`src/rtl/hazard_pkg.sv`:
```
// hazard_pkg: shared types, mux select codes and match helpers for the hazard scheduler
package hazard_pkg;
  localparam logic [1:0] TUSE_NONE = 2'd3;
  localparam logic [1:0] FWD_D_RF = 2'd0, FWD_D_E_PC8 = 2'd1, FWD_D_M_RES = 2'd2, FWD_D_W_RES = 2'd3;
  localparam logic [1:0] FWD_E_PIPE = 2'd0, FWD_E_M_RES = 2'd1, FWD_E_W_RES = 2'd2;
  localparam logic FWD_M_PIPE = 1'b0, FWD_M_W_RES = 1'b1;
  typedef struct packed {
    logic [4:0] wa;
    logic [1:0] tnew;
  } dst_t;
  typedef struct packed {
    dst_t       dst;
    logic [4:0] rs;
    logic [4:0] rt;
  } stage_t;
  function automatic dst_t adv(input dst_t s);
    return '{wa: s.wa, tnew: s.tnew == 2'd0 ? 2'd0 : s.tnew - 2'd1};
  endfunction
  // wa==0 is both "no destination" and $0, so it can never match
  function automatic logic hit(input dst_t s, input logic [4:0] r);
    return s.wa != 5'd0 && s.wa == r;
  endfunction
  function automatic logic ready(input dst_t s, input logic [4:0] r);
    return hit(s, r) && s.tnew == 2'd0;
  endfunction
  function automatic logic late(input dst_t s, input logic [4:0] r, input logic [1:0] tuse);
    return hit(s, r) && tuse != TUSE_NONE && s.tnew > tuse;
  endfunction
endpackage

```
`src/rtl/hazard_sched_md_busy_counter.sv`:
```
// md_busy_counter: mult/div busy countdown
//   clk, reset (async, active-low); load: mult/div in E; is_div: selects div length; busy: count != 0
module md_busy_counter #(
  parameter int MUL_CYCLES = 5,
  parameter int DIV_CYCLES = 10,
  parameter int CNT_W      = 4
) (
  input  logic clk,
  input  logic reset,
  input  logic load,
  input  logic is_div,
  output logic busy
);
  logic [CNT_W-1:0] cnt;
  always_ff @(posedge clk or negedge reset)
    if (!reset) cnt <= '0;
    else if (load) cnt <= is_div ? CNT_W'(DIV_CYCLES) : CNT_W'(MUL_CYCLES);
    else if (busy) cnt <= cnt - CNT_W'(1);
  assign busy = cnt != '0;
endmodule

```
`src/rtl/hazard_sched.sv`:
```
// hazard_sched: stall, forwarding selects and mult/div sequencing for a 5-stage MIPS pipeline
//   clk, reset (async, active-low)
//   d_*: decoded D-stage instruction (sources, tuse, destination, tnew, mult/div and HI/LO flags)
//   stall: freeze PC and F/D, bubble into E
//   fwd_d_rs/rt, fwd_e_rs/rt, fwd_m_rt: operand mux selects; md_start, md_busy: mult/div status
module hazard_sched
  import hazard_pkg::*;
#(
  parameter int MUL_CYCLES = 5,
  parameter int DIV_CYCLES = 10,
  parameter int CNT_W      = 4
) (
  input  logic       clk,
  input  logic       reset,
  input  logic       d_valid,
  input  logic [4:0] d_rs,
  input  logic [4:0] d_rt,
  input  logic [1:0] d_tuse_rs,
  input  logic [1:0] d_tuse_rt,
  input  logic [4:0] d_wa,
  input  logic [1:0] d_tnew,
  input  logic       d_is_md,
  input  logic       d_is_div,
  input  logic       d_use_hilo,
  output logic       stall,
  output logic [1:0] fwd_d_rs,
  output logic [1:0] fwd_d_rt,
  output logic [1:0] fwd_e_rs,
  output logic [1:0] fwd_e_rt,
  output logic       fwd_m_rt,
  output logic       md_start,
  output logic       md_busy
);
  // Past E only the fields still consulted are kept: M needs rt for store data, W only its destination
  stage_t     e;
  dst_t       m, w;
  logic [4:0] m_rt;
  logic       e_md, e_div, take;
  assign take = d_valid && !stall;
  always_ff @(posedge clk or negedge reset)
    if (!reset) begin
      e     <= '0;
      m     <= '0;
      m_rt  <= '0;
      w     <= '0;
      e_md  <= 1'b0;
      e_div <= 1'b0;
    end else begin
      w     <= adv(m);
      m     <= adv(e.dst);
      m_rt  <= e.rt;
      e     <= take ? '{dst: '{wa: d_wa, tnew: d_tnew}, rs: d_rs, rt: d_rt} : '0;
      e_md  <= take && d_is_md;
      e_div <= take && d_is_div;
    end
  assign md_start = e_md;
  md_busy_counter #(.MUL_CYCLES(MUL_CYCLES), .DIV_CYCLES(DIV_CYCLES), .CNT_W(CNT_W)) u_md (
    .clk(clk), .reset(reset), .load(e_md), .is_div(e_div), .busy(md_busy)
  );
  assign stall = d_valid && (late(e.dst, d_rs, d_tuse_rs) || late(m, d_rs, d_tuse_rs) ||
                             late(e.dst, d_rt, d_tuse_rt) || late(m, d_rt, d_tuse_rt) ||
                             (d_use_hilo && (md_busy || md_start)));
  assign fwd_d_rs = ready(e.dst, d_rs) ? FWD_D_E_PC8 : ready(m, d_rs) ? FWD_D_M_RES :
                    ready(w, d_rs) ? FWD_D_W_RES : FWD_D_RF;
  assign fwd_d_rt = ready(e.dst, d_rt) ? FWD_D_E_PC8 : ready(m, d_rt) ? FWD_D_M_RES :
                    ready(w, d_rt) ? FWD_D_W_RES : FWD_D_RF;
  assign fwd_e_rs = ready(m, e.rs) ? FWD_E_M_RES : ready(w, e.rs) ? FWD_E_W_RES : FWD_E_PIPE;
  assign fwd_e_rt = ready(m, e.rt) ? FWD_E_M_RES : ready(w, e.rt) ? FWD_E_W_RES : FWD_E_PIPE;
  assign fwd_m_rt = hit(w, m_rt) ? FWD_M_W_RES : FWD_M_PIPE;
endmodule

```
`config.mk`:
```
export PLATFORM = sky130hd
export DESIGN_NAME = hazard_sched
export DESIGN_NICKNAME = d
export VERILOG_FILES = /design/src/rtl/hazard_pkg.sv /design/src/rtl/hazard_sched_md_busy_counter.sv /design/src/rtl/hazard_sched.sv
export SDC_FILE = /design/constraint.sdc
export NUM_CORES = 1
export LEC_CHECK = 0
export ABC_AREA = 1
export CORE_ASPECT_RATIO = 1.2
export CORE_MARGIN = 2
export CORE_UTILIZATION = 58
export DETAILED_ROUTE_END_ITERATION = 6
export PLACE_DENSITY = 0.83
export SYNTH_ARGS = -nofsm -noshare
export SYNTH_HDL_FRONTEND = slang
export SYNTH_SLANG_ARGS = --single-unit
```
`constraint.sdc`:
```
create_clock -name clk -period 4.7 [get_ports clk]
set_clock_uncertainty 0.2 [all_clocks]
set_input_delay 0.47 -clock clk [delete_from_list [all_inputs] [get_ports clk]]
set_output_delay 0.47 -clock clk [all_outputs]
set_load 0.05 [all_outputs]
```
==> flow_summary.ini <==
[outcome]
outcome = finished, final reports clean

[setup_path]
worstPathMaxFanout = 4
timing.reg2reg.setup_slack_ns = 2.69
total_stage_count_of_the_critical_path = 12
worstPathBufferInverterCount = 3
critical_path.top_delay_family = buffers and inverters
worst_r2r_startpoint = m[2]
timing.critical_path.cells = clkdlybuf4s50_1, inv_1, nand2_1, nand2_1, nor2_1, nand2_1, nor2_1, nand3_1, nand2_2, nor2_4, a21boi_0, clkdlybuf4s50_1
crit_path_frequent_cell = sky130_fd_sc_hd__nand2_1
r2r.worst_path.cells = 9
crit_path_launch_type = primary input
crit_arrival_ns = 2.85
timing.setup.critical_path_class = primary input to output pin
timing.critical_path.required_ns = 4.03
r2r_end = e[4]
crit_end = stall
setup.worst_path.end_class = output pin
timing.critical_path.from = d_rs[0]
cp_max_stage_cell = sky130_fd_sc_hd__clkdlybuf4s50_1
cpPeakStageDelay_ns = 0.84

[power]
totalPowerFinal_uw = 1160
share_comb_of_total_power = 0.306
power_frac_seq = 0.387
power_density_nw_per_um2 = 376
net-switching-power_uw = 388
internal_power_uw = 768
cellLeakagePower_uw = 0.00155
peakVddDrop_mv = 0.254
net_switching_share_of_the_total_power = 0.336
share_of_total_power_in_the_clock_network = 0.307

[finish]
drive_above_1_share = 0.0861
n_antenna_cell = 0
final_net_count = 396
multi_input_comb_area_um2 = 1210
seqCellArea_um2 = 1050
area_growth_pct = 21.9
fillerInstances = 328

[drt]
drc_errors = 0
drt-wirelength-per-cell_um = 13.9
finalWirelength_mm = 5.78
via_count = 2251
drt_pre_antenna_iters = 4
first_iter_violations = 155
antenna_violating_nets_post_route = 0
avgViaCountPerCell = 5.41

[floorplanning]
dieHeight_um = 76.2
floorplan.die.width_um = 64.2
core_outline_area_um2 = 4230
starting_utilization_of_the_core_area = 0.596
placement_rows = 26
floorplan.die_area_um2 = 4890
ioPinCount = 39

[synthesis]
synth_top_cell_by_area = sky130_fd_sc_hd__dfrtp_1
synth.top_cell.area_share = 0.417
synth_edf_count = 0
synth_async_sr_flop_share = 1.00
seq_area_frac_synth = 0.417
synth_most_common_cell = sky130_fd_sc_hd__nand2_1
netlist_top_cells_area = sky130_fd_sc_hd__dfrtp_1, sky130_fd_sc_hd__nand2_1, sky130_fd_sc_hd__inv_1
synth.distinct_cells = 30
netlist_area_um2 = 2520
ys_dominant_reg_cell = sky130_fd_sc_hd__dfrtp_1
yosysWarningCount = 0
syn_nets = 356
yosys_register_bits = 42
post_synthesis_cell_count = 319
ys_top_cells_by_count = sky130_fd_sc_hd__nand2_1, sky130_fd_sc_hd__inv_1, sky130_fd_sc_hd__dfrtp_1
syn_area_per_cell_um2 = 7.90

[clock_network]
cts_inserted_buffers = 5
tritoncts_clock_tree = built
ctsHtreeMaxLevel = 2
cts.reportedPaths.clkPinSlew_ns = 0.08
cts_hold_buf = 0
post-cts-setup-buffers = 0
worst_skew_pair.late_latency_ns = 0.30
ctsLongestPathBuffers = 2
cts_resized = 0
buffer_type_at_the_clock_tree_root = sky130_fd_sc_hd__clkbuf_8
number_of_sinks_handled_by_clock_tree_synthesis = 42

[global_route]
first_global_vias = 2220
grt_ovf = 0
grt_use_total = 0.261
global_route_wire_length_before_repair_mm = 9.77
antenna_violations_before_repair = 0
grt_start_max_net_pins = 43

[sta]
grt_setup_unrepaired = false
period_share = 0.749
fmax_ghz = 0.284
relSlewSlack = 0.400
total_negative_slack_for_setup_checks_ns = 0
final_setup_violating_endpoints = 0
finalHoldViolCount = 0
min_period_ns = 3.52
worst-slew-pin-transition_ns = 0.901
report.final.slew_viol_count = 0

[worst_hold_path]
timing.hold.worst.class = primary input to async pin

[flow_run]
drv.max_cap_violation_count = 0

[placed_design]
dp_hpwl_mm = 4.41
io_buffers = 38
gp_congestion = 0.902
[cells by family after synthesis]
| kind of cell | after synthesis | synth area share |
|---|---|---|
| and+or+nand+nor | 147 | 0.273 |
| buffers and inverters | 64 | 0.102 |
| DFF | 42 | 0.417 |
| AOI/OAI and AO/OA | 35 | 0.0854 |
| xor gates and xnor gates | 21 | 0.0730 |
| adders and majority gates | 10 | 0.0497 |
[area by class of cell]
type,count,area share
Clock buffer,6,0.0269
Clock inverter,2,0.0195
Inverter,59,0.0721
Multi-Input combinational cell,213,0.395
Sequential cell,42,0.342
Tap cell,56,0.0228
Timing Repair Buffer,38,0.122
[worst min-delay path by stage]
stage	endpoint	slack [ns]	cells after the start
after global placement	m[5]	0.21	0
after global routing	e[6]	0.15	1
after CTS	e[5]	0.12	1
final	e[12]	0.09	1
after floorplan	e[0]	-0.03	0
after detailed placement	m[3]	0.22	0
[power by group through the flow]
stage	Combinational, uW	Clock (uW)	Sequential, uW
2_1_floorplan	253	0	440
6_report	354	355	447
5_1_grt	394	373	454
4_1_cts	356	358	447
3_5_place_dp	353	0	454
3_3_place_gp	340	0	452
[per-layer routing]
metal  track usage  routed length [um]  vias up
li1              -                   -     1093
met1         0.309                2270     1058
met2         0.441                3040       86
met3        0.0561                 304       14
met4         0.132                 161        0
met5             0                   0        -
[stage by stage]
stage	std cells	utilization	hold slack, ns	worst slack (ns)	instance area, um^2
after floorplan	319	-	-0.0256	1.07	2520
after global placement	408	0.693	0.213	1.29	2930
after detailed placement	408	0.693	0.217	1.22	2930
after CTS	416	0.727	0.123	1.21	3070
after global routing	416	0.727	0.155	1.06	3070
final	416	0.727	0.0862	1.18	3070
[sequential cells by signal, indices dropped and copies added, names as in the netlist]
| register | flops |
|---|---|
| e_div | 1 |
| e | 17 |
| w | 7 |
| md_start | 1 |
| u_md.cnt | 4 |
| m_rt | 5 |
| m | 7 |
[cells in the final DEF, fill, tap and decap left out, types with 7 or more instances in the layout]
cell                              instances
sky130_fd_sc_hd__xnor2_1                 11
sky130_fd_sc_hd__dfrtp_1                 42
sky130_fd_sc_hd__nor2_1                  27
sky130_fd_sc_hd__ha_1                    10
sky130_fd_sc_hd__xor2_1                  10
sky130_fd_sc_hd__nor2_2                  10
sky130_fd_sc_hd__nand3_1                 11
sky130_fd_sc_hd__a21oi_1                 11
sky130_fd_sc_hd__nand2_1                 72
sky130_fd_sc_hd__nand4_1                 10
sky130_fd_sc_hd__clkdlybuf4s50_1         37
sky130_fd_sc_hd__inv_1                   56
sky130_fd_sc_hd__o21ai_0                  7
(Power assumes the default switching activity.)
